--- config.mk ---
export PLATFORM = sky130hd
export DESIGN_NAME = load_store_unit_flat
export DESIGN_NICKNAME = d
export VERILOG_FILES = /design/src/rtl/lsu_pkg.sv /design/src/rtl/load_store_unit_if.sv /design/src/rtl/lsu_byte_lane.sv /design/src/rtl/load_store_unit.sv /design/src/flat_wrapper.sv
export SDC_FILE = /design/constraint.sdc
export NUM_CORES = 1
export LEC_CHECK = 0
export ABC_AREA = 0
export CAP_MARGIN = 20
export CELL_PAD_IN_SITES_DETAIL_PLACEMENT = 1
export CELL_PAD_IN_SITES_GLOBAL_PLACEMENT = 2
export CORE_MARGIN = 5
export CORE_UTILIZATION = 29
export CTS_CLUSTER_DIAMETER = 30
export DETAILED_ROUTE_END_ITERATION = 16
export PLACE_DENSITY_LB_ADDON = 0.1
export SYNTH_ARGS = -nofsm -noshare
export SYNTH_HDL_FRONTEND = slang
export SYNTH_SLANG_ARGS = --single-unit
--- constraint.sdc ---
create_clock -name clk -period 5.7 [get_ports clk]
set_input_delay 1.71 -clock clk [delete_from_list [all_inputs] [get_ports clk]]
set_output_delay 1.71 -clock clk [all_outputs]
set_load 0.005 [all_outputs]
--- src/rtl/lsu_pkg.sv ---
// lsu_pkg: memory op encoding, FSM states and access-size helpers for the load/store unit.
package lsu_pkg;
  typedef enum logic [3:0] {
    LB = 4'd0, LBU = 4'd1, LH = 4'd2, LHU = 4'd3, LW = 4'd4, LWL = 4'd5, LWR = 4'd6,
    SB = 4'd8, SH = 4'd9, SW = 4'd10
  } mem_op_t;
  typedef enum logic [2:0] {S_IDLE, S_ERR, S_READ, S_WRITE, S_DONE} lsu_state_t;
  function automatic logic op_valid(logic [3:0] op);
    return op inside {LB, LBU, LH, LHU, LW, LWL, LWR, SB, SH, SW};
  endfunction
  // LWL/LWR stay inside the aligned word, so only the addressed byte needs range checking
  function automatic logic [2:0] op_size(logic [3:0] op);
    return (op inside {LH, LHU, SH}) ? 3'd2 : (op inside {LW, SW}) ? 3'd4 : 3'd1;
  endfunction
  function automatic logic is_store(logic [3:0] op);
    return op inside {SB, SH, SW};
  endfunction
endpackage

--- src/rtl/load_store_unit_if.sv ---
// load_store_unit_if: CPU request/response and data-memory port bundle of the load/store unit.
interface load_store_unit_if #(parameter int ADDR_W = 32) ();
  logic              req_valid;
  logic              req_ready;
  logic [3:0]        req_op;
  logic [ADDR_W-1:0] req_addr;
  logic [31:0]       req_store_data;
  logic [31:0]       req_rt_old;
  logic              resp_valid;
  logic [31:0]       resp_load_data;
  logic              resp_error;
  logic [ADDR_W-1:0] mem_address;
  logic              mem_read;
  logic              mem_write;
  logic              mem_clock_enable;
  logic [31:0]       mem_write_data;
  logic [31:0]       mem_read_data;
  modport slave (
    input  req_valid, req_op, req_addr, req_store_data, req_rt_old, mem_read_data,
    output req_ready, resp_valid, resp_load_data, resp_error,
           mem_address, mem_read, mem_write, mem_clock_enable, mem_write_data
  );
  modport master (
    output req_valid, req_op, req_addr, req_store_data, req_rt_old, mem_read_data,
    input  req_ready, resp_valid, resp_load_data, resp_error,
           mem_address, mem_read, mem_write, mem_clock_enable, mem_write_data
  );
endinterface

--- src/rtl/lsu_byte_lane.sv ---
// lsu_byte_lane: big-endian byte steering; load extract/extend, LWL/LWR merge and sub-word store merge.
module lsu_byte_lane import lsu_pkg::*; (
  input  mem_op_t     op_i,
  input  logic [1:0]  k_i,
  input  logic [31:0] word_i,
  input  logic [31:0] rt_old_i,
  input  logic [31:0] store_data_i,
  output logic [31:0] load_data_o,
  output logic [31:0] store_word_o
);
  logic [4:0]  ls, rs, hs;
  logic [7:0]  b;
  logic [15:0] h;
  always_comb begin
    ls = {k_i, 3'b000};
    rs = {~k_i, 3'b000};
    hs = {~k_i[1], 4'b0000};
    b = 8'(word_i >> rs);
    h = 16'(word_i >> hs);
    load_data_o = '0;
    store_word_o = word_i;
    case (op_i)
      LB:  load_data_o = {{24{b[7]}}, b};
      LBU: load_data_o = {24'b0, b};
      LH:  load_data_o = {{16{h[15]}}, h};
      LHU: load_data_o = {16'b0, h};
      LW:  load_data_o = word_i;
      LWL: load_data_o = (word_i << ls) | (rt_old_i & ~(32'hFFFF_FFFF << ls));
      LWR: load_data_o = (word_i >> rs) | (rt_old_i & ~(32'hFFFF_FFFF >> rs));
      SB:  store_word_o = (word_i & ~(32'hFF << rs)) | ({24'b0, store_data_i[7:0]} << rs);
      SH:  store_word_o = (word_i & ~(32'hFFFF << hs)) | ({16'b0, store_data_i[15:0]} << hs);
      SW:  store_word_o = store_data_i;
      default: ;
    endcase
  end
endmodule

--- src/rtl/load_store_unit.sv ---
// load_store_unit: MIPS load/store sequencer onto a word-wide big-endian data memory.
module load_store_unit import lsu_pkg::*; #(
  parameter int ADDR_W    = 32,
  parameter int MEM_BYTES = 4096
) (
  input logic clk,
  input logic reset,
  load_store_unit_if.slave bus
);
  lsu_state_t        state_q, state_d;
  mem_op_t           op_q, op_d;
  logic [ADDR_W-1:0] addr_q, addr_d;
  logic [31:0]       data_q, data_d, rt_q, rt_d, word_q, word_d, load_q, load_d;
  logic [31:0]       lane_load, lane_store;
  logic [ADDR_W:0]   last;
  logic [2:0]        sz;
  logic              req_err, rd, wr;
  always_comb begin
    sz = op_size(bus.req_op);
    last = {1'b0, bus.req_addr} + (ADDR_W+1)'(sz - 3'd1);
    req_err = !op_valid(bus.req_op) || (sz == 3'd2 && bus.req_addr[0]) ||
              (sz == 3'd4 && bus.req_addr[1:0] != 2'b00) || last >= (ADDR_W+1)'(MEM_BYTES);
  end
  // during READ the lane sees live memory data so loads resolve without an extra cycle
  lsu_byte_lane u_lane (
    .op_i(op_q), .k_i(addr_q[1:0]),
    .word_i(state_q == S_READ ? bus.mem_read_data : word_q),
    .rt_old_i(rt_q), .store_data_i(data_q),
    .load_data_o(lane_load), .store_word_o(lane_store)
  );
  always_comb begin
    state_d = state_q;
    op_d = op_q;
    addr_d = addr_q;
    data_d = data_q;
    rt_d = rt_q;
    word_d = word_q;
    load_d = load_q;
    case (state_q)
      S_IDLE: if (bus.req_valid) begin
        op_d = mem_op_t'(bus.req_op);
        addr_d = bus.req_addr;
        data_d = bus.req_store_data;
        rt_d = bus.req_rt_old;
        state_d = req_err ? S_ERR : (bus.req_op == SW) ? S_WRITE : S_READ;
        load_d = req_err ? '0 : load_q;
      end
      S_ERR: state_d = S_IDLE;
      S_READ: begin
        word_d = bus.mem_read_data;
        state_d = is_store(op_q) ? S_WRITE : S_DONE;
        load_d = is_store(op_q) ? load_q : lane_load;
      end
      S_WRITE: begin
        state_d = S_DONE;
        load_d = '0;
      end
      default: state_d = S_IDLE;
    endcase
  end
  always_ff @(posedge clk) begin
    if (!reset) begin
      state_q <= S_IDLE;
      op_q <= LB;
      addr_q <= '0;
      data_q <= '0;
      rt_q <= '0;
      word_q <= '0;
      load_q <= '0;
    end else begin
      state_q <= state_d;
      op_q <= op_d;
      addr_q <= addr_d;
      data_q <= data_d;
      rt_q <= rt_d;
      word_q <= word_d;
      load_q <= load_d;
    end
  end
  assign rd = state_q == S_READ;
  assign wr = state_q == S_WRITE && reset;
  assign bus.req_ready = state_q == S_IDLE;
  assign bus.resp_valid = state_q == S_ERR || state_q == S_DONE;
  assign bus.resp_error = state_q == S_ERR;
  assign bus.resp_load_data = load_q;
  assign bus.mem_address = {addr_q[ADDR_W-1:2], 2'b00};
  assign bus.mem_read = rd;
  assign bus.mem_write = wr;
  assign bus.mem_clock_enable = rd || wr;
  assign bus.mem_write_data = state_q == S_WRITE ? lane_store : '0;
endmodule

--- src/flat_wrapper.sv ---
// flat-port wrapper written by rule: the top's interface ports become plain ports
module load_store_unit_flat import lsu_pkg::*;
#(
  parameter int ADDR_W    = 32,
  parameter int MEM_BYTES = 4096
)
  (clk, reset, bus_req_valid, bus_req_op, bus_req_addr, bus_req_store_data, bus_req_rt_old, bus_mem_read_data, bus_req_ready, bus_resp_valid, bus_resp_load_data, bus_resp_error, bus_mem_address, bus_mem_read, bus_mem_write, bus_mem_clock_enable, bus_mem_write_data);
  load_store_unit_if #(.ADDR_W(ADDR_W)) bus_i ();
  input logic clk;
  input logic reset;
  input wire logic [$bits(bus_i.req_valid)-1:0] bus_req_valid;
  input wire logic [$bits(bus_i.req_op)-1:0] bus_req_op;
  input wire logic [$bits(bus_i.req_addr)-1:0] bus_req_addr;
  input wire logic [$bits(bus_i.req_store_data)-1:0] bus_req_store_data;
  input wire logic [$bits(bus_i.req_rt_old)-1:0] bus_req_rt_old;
  input wire logic [$bits(bus_i.mem_read_data)-1:0] bus_mem_read_data;
  output wire logic [$bits(bus_i.req_ready)-1:0] bus_req_ready;
  output wire logic [$bits(bus_i.resp_valid)-1:0] bus_resp_valid;
  output wire logic [$bits(bus_i.resp_load_data)-1:0] bus_resp_load_data;
  output wire logic [$bits(bus_i.resp_error)-1:0] bus_resp_error;
  output wire logic [$bits(bus_i.mem_address)-1:0] bus_mem_address;
  output wire logic [$bits(bus_i.mem_read)-1:0] bus_mem_read;
  output wire logic [$bits(bus_i.mem_write)-1:0] bus_mem_write;
  output wire logic [$bits(bus_i.mem_clock_enable)-1:0] bus_mem_clock_enable;
  output wire logic [$bits(bus_i.mem_write_data)-1:0] bus_mem_write_data;
  assign bus_i.req_valid = bus_req_valid;
  assign bus_i.req_op = bus_req_op;
  assign bus_i.req_addr = bus_req_addr;
  assign bus_i.req_store_data = bus_req_store_data;
  assign bus_i.req_rt_old = bus_req_rt_old;
  assign bus_i.mem_read_data = bus_mem_read_data;
  assign bus_req_ready = bus_i.req_ready;
  assign bus_resp_valid = bus_i.resp_valid;
  assign bus_resp_load_data = bus_i.resp_load_data;
  assign bus_resp_error = bus_i.resp_error;
  assign bus_mem_address = bus_i.mem_address;
  assign bus_mem_read = bus_i.mem_read;
  assign bus_mem_write = bus_i.mem_write;
  assign bus_mem_clock_enable = bus_i.mem_clock_enable;
  assign bus_mem_write_data = bus_i.mem_write_data;
  load_store_unit #(.ADDR_W(ADDR_W), .MEM_BYTES(MEM_BYTES)) u_core (.clk(clk), .reset(reset), .bus(bus_i));
endmodule
# After elaboration in Yosys (flattened, before gate mapping)
# Cells that the tools add are included.
# word_totals
register_bits,167
latch_bits,0
ramBits,0
romBits,0
wordCells,95
n_memories,0
# op_classes
addsub,2
n_mul,0
div_mod_pow,0
magnitude_cmp,1
n_eq_ne,27
shifts,9
n_mux,15
bitwise_logic,14
n_reduce_logical,20
# op_table
cell,count
$pmux W32 S7,1
$pmux W32 S3,2
$mux W32,5
$and A32 B32 Y32,4
$not A32 Y32,4
$or A32 B32 Y32,4
$add A32 B33 Y33,1
$ge A33 B13 Y1 const B,1
$shl A16 B5 Y32,1
$shl A16 B5 Y32 const A,1
$shl A32 B5 Y32,1
$shl A32 B5 Y32 const A,1
$shl A8 B5 Y32,1
$shl A8 B5 Y32 const A,1
$shr A32 B5 Y16,1
$shr A32 B5 Y32,1
$shr A32 B5 Y32 const A,1
$eq A4 B3 Y1 const B,6
$eq A4 B4 Y1 const B,6
$eq A4 B2 Y1 const B,4
$mux W3,5
$reduce_bool A10 Y1,1
$eq A3 B2 Y1 const B,3
$pmux W3 S3,1
18 further kinds,31

# Depth between registers and ports, before layout
# depth
word_depth,12
depth_mapped,18

# Hierarchy
# From an unflattened synthesis, not the netlist that was laid out.
# unflattened
cells_unflattened,1402
area_unflattened_um2,11647.4
# modules_own_cells
module,n_inst,cells_each,area_each_um2,seq_area_each_um2
load_store_unit,1,1087,8978.6,3343.2
lsu_byte_lane,1,315,2668.8,0.0

# Worst setup path after synthesis
# No wires, ideal clock.
# synth_timing
kind,input to register
start,input bus_req_op[3]
end,register u_core.load_q[0] (netlist: u_core.bus.resp_load_data[0])
setup_ns,0.067
arrival_ns,5.183
required_time_ns,5.633
path_slack_ns,0.450
path_stages,16
n_path_buf,2
cell_sequence,clkbuf_1 or3b_2 a21oi_1 inv_1 fa_1 nand3b_1 a211oi_2 nor3_1 o31ai_1 xor2_1 a2111oi_2 o211ai_1 nor4_4 a31oi_4 buf_6 o21ai_2
# synth_via
elab_chain_len,11
elab_cells_between_ends,28
cone_classes,add/sub (2); order compare (1); eq/ne (12); mux (2); reduce/logical (11)
# synth_rtl
element,line,source
start: declaration,flat_wrapper.sv:12,input wire logic [$bits(bus_i.req_op)-1:0] bus_req_op;
branches (longest 8 deep; another with $add A32 B33 Y33),-,
$logic_or A1 B1 Y1 *,load_store_unit.sv:22,(sz == 3'd4 && bus.req_addr[1:0] != 2'b00) || last >= (ADDR_W+1)'(MEM_BYTES);
$ne A2 B1 Y1 (no source line) *,-,
$reduce_and A4 Y1 (no source line) *,-,
end signal: assignment,load_store_unit.sv:77,load_q <= load_d;
end: declaration,load_store_unit.sv:13,"logic [31:0] data_q, data_d, rt_q, rt_d, word_q, word_d, load_q, load_d;"
# Every way passes the cells marked *.
# A chain may end at the register's enable or synchronous reset.

# Worst setup path in the final report
# layout_timing
start,input bus_req_op[2]
end,register u_core.load_q[18] (netlist: u_core.bus.resp_load_data[18])
# The elaborated chain is that of the path after synthesis.

==> metrics.yaml <==
async_reset_ff_share_pct: 0
pre_cts_ws_ns: -0.482
synthMuxAreaShare_pct: 7.33
max_freq_mhz: 183
drive_gt1_share_pct: 10.7
grt_first_pass_wirelength_um: 73300
dp_hpwl_um: 37700
drv_slew: 0
clock-skew-final_ns: 0.0118
hp-class: "reg -> reg"
fin_crit_sh_pct: 96.1
start_util_pct: 29.4
syn_area_sq_um: 10800
drt_iter0_drc: 703
hold_depth: 2
p_per_area_nw_per_um2: 212
wl_um: 48700
synth_area_leaders: "dfxtp_1, nand2_1, a21oi_1, mux2i_1, nor2_1"
clk_path_buf_depth: 2
reg2reg_slack_ns: 2.09
clock_latency_ns: 0.45
critPathMaxFanout: 32
cts_buffers: 17
dr_total_vias: 11700
synth-simple-area-share_pct: 21.8
root_buffer: "clkbuf_16"
synth_top_area_share_pct: 31.0
power.total_mw: 3.06
placed_area_sq_um: 13800
fin_tns_setup_ns: 0
ff2ff_path_depth: 11
io_buffers: 234
nNetsFinal: 1857
synth_top_family_by_area: "compound AO/OA/AOI/OAI gates"
dieArea_sq_um: 41100
status: "finished clean"
rows: 70
p_leak_nw: 5.14
ys_types: 78
dieHeight_um: 203
hold_end: "u_core.addr_q[25]"
end_kind: "flip-flop"
reg2reg_to: "u_core.bus.resp_load_data[16]"
h-tree-depth: 4
ys.flop_type: "dfxtp_1"
avgRoutedWirePerCell_um: 22.4
io_pins: 237
drc: 0
finalInstanceArea_sq_um: 14400
critical_path_class: "in -> reg"
synth_compound_area_share_pct: 28.7
routed_via_density: 5.39
synth_cells: 1470
hp-start: "u_core.addr_q[25]"
worst_pin_slew_ns: 1.12
final.setup.worst_slack_ns: 0.222
crit_required_ns: 6.08
gp_congestion: 0.867
setup_violations: 0
arrival_ns: 5.86
core_area_sq_um: 36700
grt_pass1_vias: 12200
synth_edf_count: 0
synth_largest_area_cell: "dfxtp_1"
postRouteAntennaNets: 0
slew_headroom_pct: 24.9
period_minus_slack_ns: 5.48
grt-ovfl-total: 0
place_inst: 2138
grt_usage_pct: 23.1
grt_max_degree: 88
cts_tree: "done"
cts_setup_buffers: 0
synthXorXnorAreaFrac_pct: 0.812
firstDrtPassIters: 6
irDropWorstVdd_uv: 190
hold_viol: 0
start_kind: "input pin"
die_x_um: 203
max-cap-violations: 0
synth_fa_ha_area_share_pct: 3.90
syn_to_final_growth_pct: 33.5
clkTransAtPathRegs_ns: 0.08
cts.sinks: 167
r2r-start: "u_core.state_q[1]"
yosysSeqAreaShare_pct: 31.0
yosysWarnings: 0
avgSynthCellArea_sq_um: 7.34
grt_antenna_before_repair: 4
ys_ff_latch: 167
fin_cells: 2170
[flip-flops by register name (all words and copies together), names as in the netlist]
signal                     cells
u_core.addr_q                 32
u_core.bus.resp_load_data     32
u_core.data_q                 32
u_core.rt_q                   32
u_core.word_q                 32
u_core.op_q                    4
u_core.state_q                 3
[area by class of cell]
class	instances	area, sq um
tap	468	586
fill	4475	22300
inverter	11	43.8
multi-input combinational	1191	6920
antenna	1	2.50
sequential	167	3350
clock buffer	18	429
clock inverter	13	148
timing repair buffer	301	2920
[per-stage QoR]
step / hold WS, ns / util, %
after floorplan: 0.436 / -
after global placement: 0.444 / 37.5
after detailed placement: 0.449 / 37.6
after CTS: 0.459 / 39.2
after global routing: 0.472 / 39.2
final: 0.457 / 39.2
[cells in the mapped netlist, drive strengths merged (16+ instances only)]
master and count:
o31ai 20, a21oi 229, nand3 18, mux2 24, ha 32, nand2 333
o21ai 86, a211oi 26, clkbuf 82, o22ai 24, buf 50, a222oi 23
o221ai 16, dfxtp 167, nor2 130, mux2i 52
[cell usage in the layout, fill, tap and decap left out, drive strengths merged, types with 8 or more instances in the layout]
master	instances
o22ai	24
a31oi	9
buf	67
o21ai	86
inv	14
nor2	130
o211ai	8
a21oi	229
clkbuf	18
dfxtp	167
clkdlybuf4s50	232
ha	32
a22oi	12
mux2	24
a222oi	23
mux2i	52
o31ai	20
conb	32
a211oi	26
nand2	333
nand2b	8
nand4	11
nand3	18
o221ai	16
nor3	15
[cells by family after synthesis]
logic type / after synthesis
and+or+nand+nor: 553
AOI/OAI and AO/OA: 487
DFF: 167
buffers and inverters: 143
muxes: 76
adders and majority gates: 33
xor gates and xnor gates: 10
other: 1
[critical path, stage by stage]
cell and delay (ns):
clkdlybuf4s50_1 0.51, or3b_2 0.49, a21oi_2 0.18, inv_1 0.07, fa_1 0.37, nand3b_1 0.23, a211oi_2 0.33, nor2_2 0.10
o31ai_4 0.31, and3_1 0.20, o2111ai_1 0.14, a211o_1 0.33, nor4_4 0.37, a31oi_4 0.14, buf_12 0.19, o21ai_2 0.15
[routing by layer]
| metal | GRT usage (%) | part of all wire [%] | vias to the layer above |
|---|---|---|---|
| met5 | 0 | 0.068 | - |
| met4 | 5.89 | 2.1 | 6 |
| met3 | 3.85 | 3.9 | 49 |
| met2 | 43.1 | 52 | 252 |
| met1 | 27.3 | 42 | 5735 |
| li1 | - | - | 5653 |
[worst max-delay path by stage]
stage / slack [ns] / depth (start not counted) / startpoint / endpoint
6_report: 0.22 / 16 / bus_req_op[2] / u_core.bus.resp_load_data[18]
5_1_grt: -0.01 / 17 / bus_req_op[2] / u_core.bus.resp_load_data[18]
4_1_cts: 0.02 / 17 / bus_req_op[1] / u_core.bus.resp_load_data[14]
3_5_place_dp: -0.48 / 19 / bus_req_op[1] / u_core.bus.resp_load_data[14]
3_3_place_gp: -0.33 / 17 / bus_req_op[1] / u_core.bus.resp_load_data[16]
2_1_floorplan: 0.45 / 16 / bus_req_op[3] / u_core.bus.resp_load_data[0]
[power breakdown]
part           switching, mW  internal, mW  leakage [nW]
Clock                  0.546         0.649         0.270
Sequential            0.0438          1.21          1.36
Combinational          0.352         0.256          3.50
Total                  0.942          2.11          5.14
[timing repair]
| item | CTS | global route |
|---|---|---|
| endpoints found under the setup margin | 7 | 34 |
| resized for setup | 1 | 6 |
| hold buffers | 0 | 0 |
| pin swaps | 0 | 4 |
(Power assumes the default switching activity.)
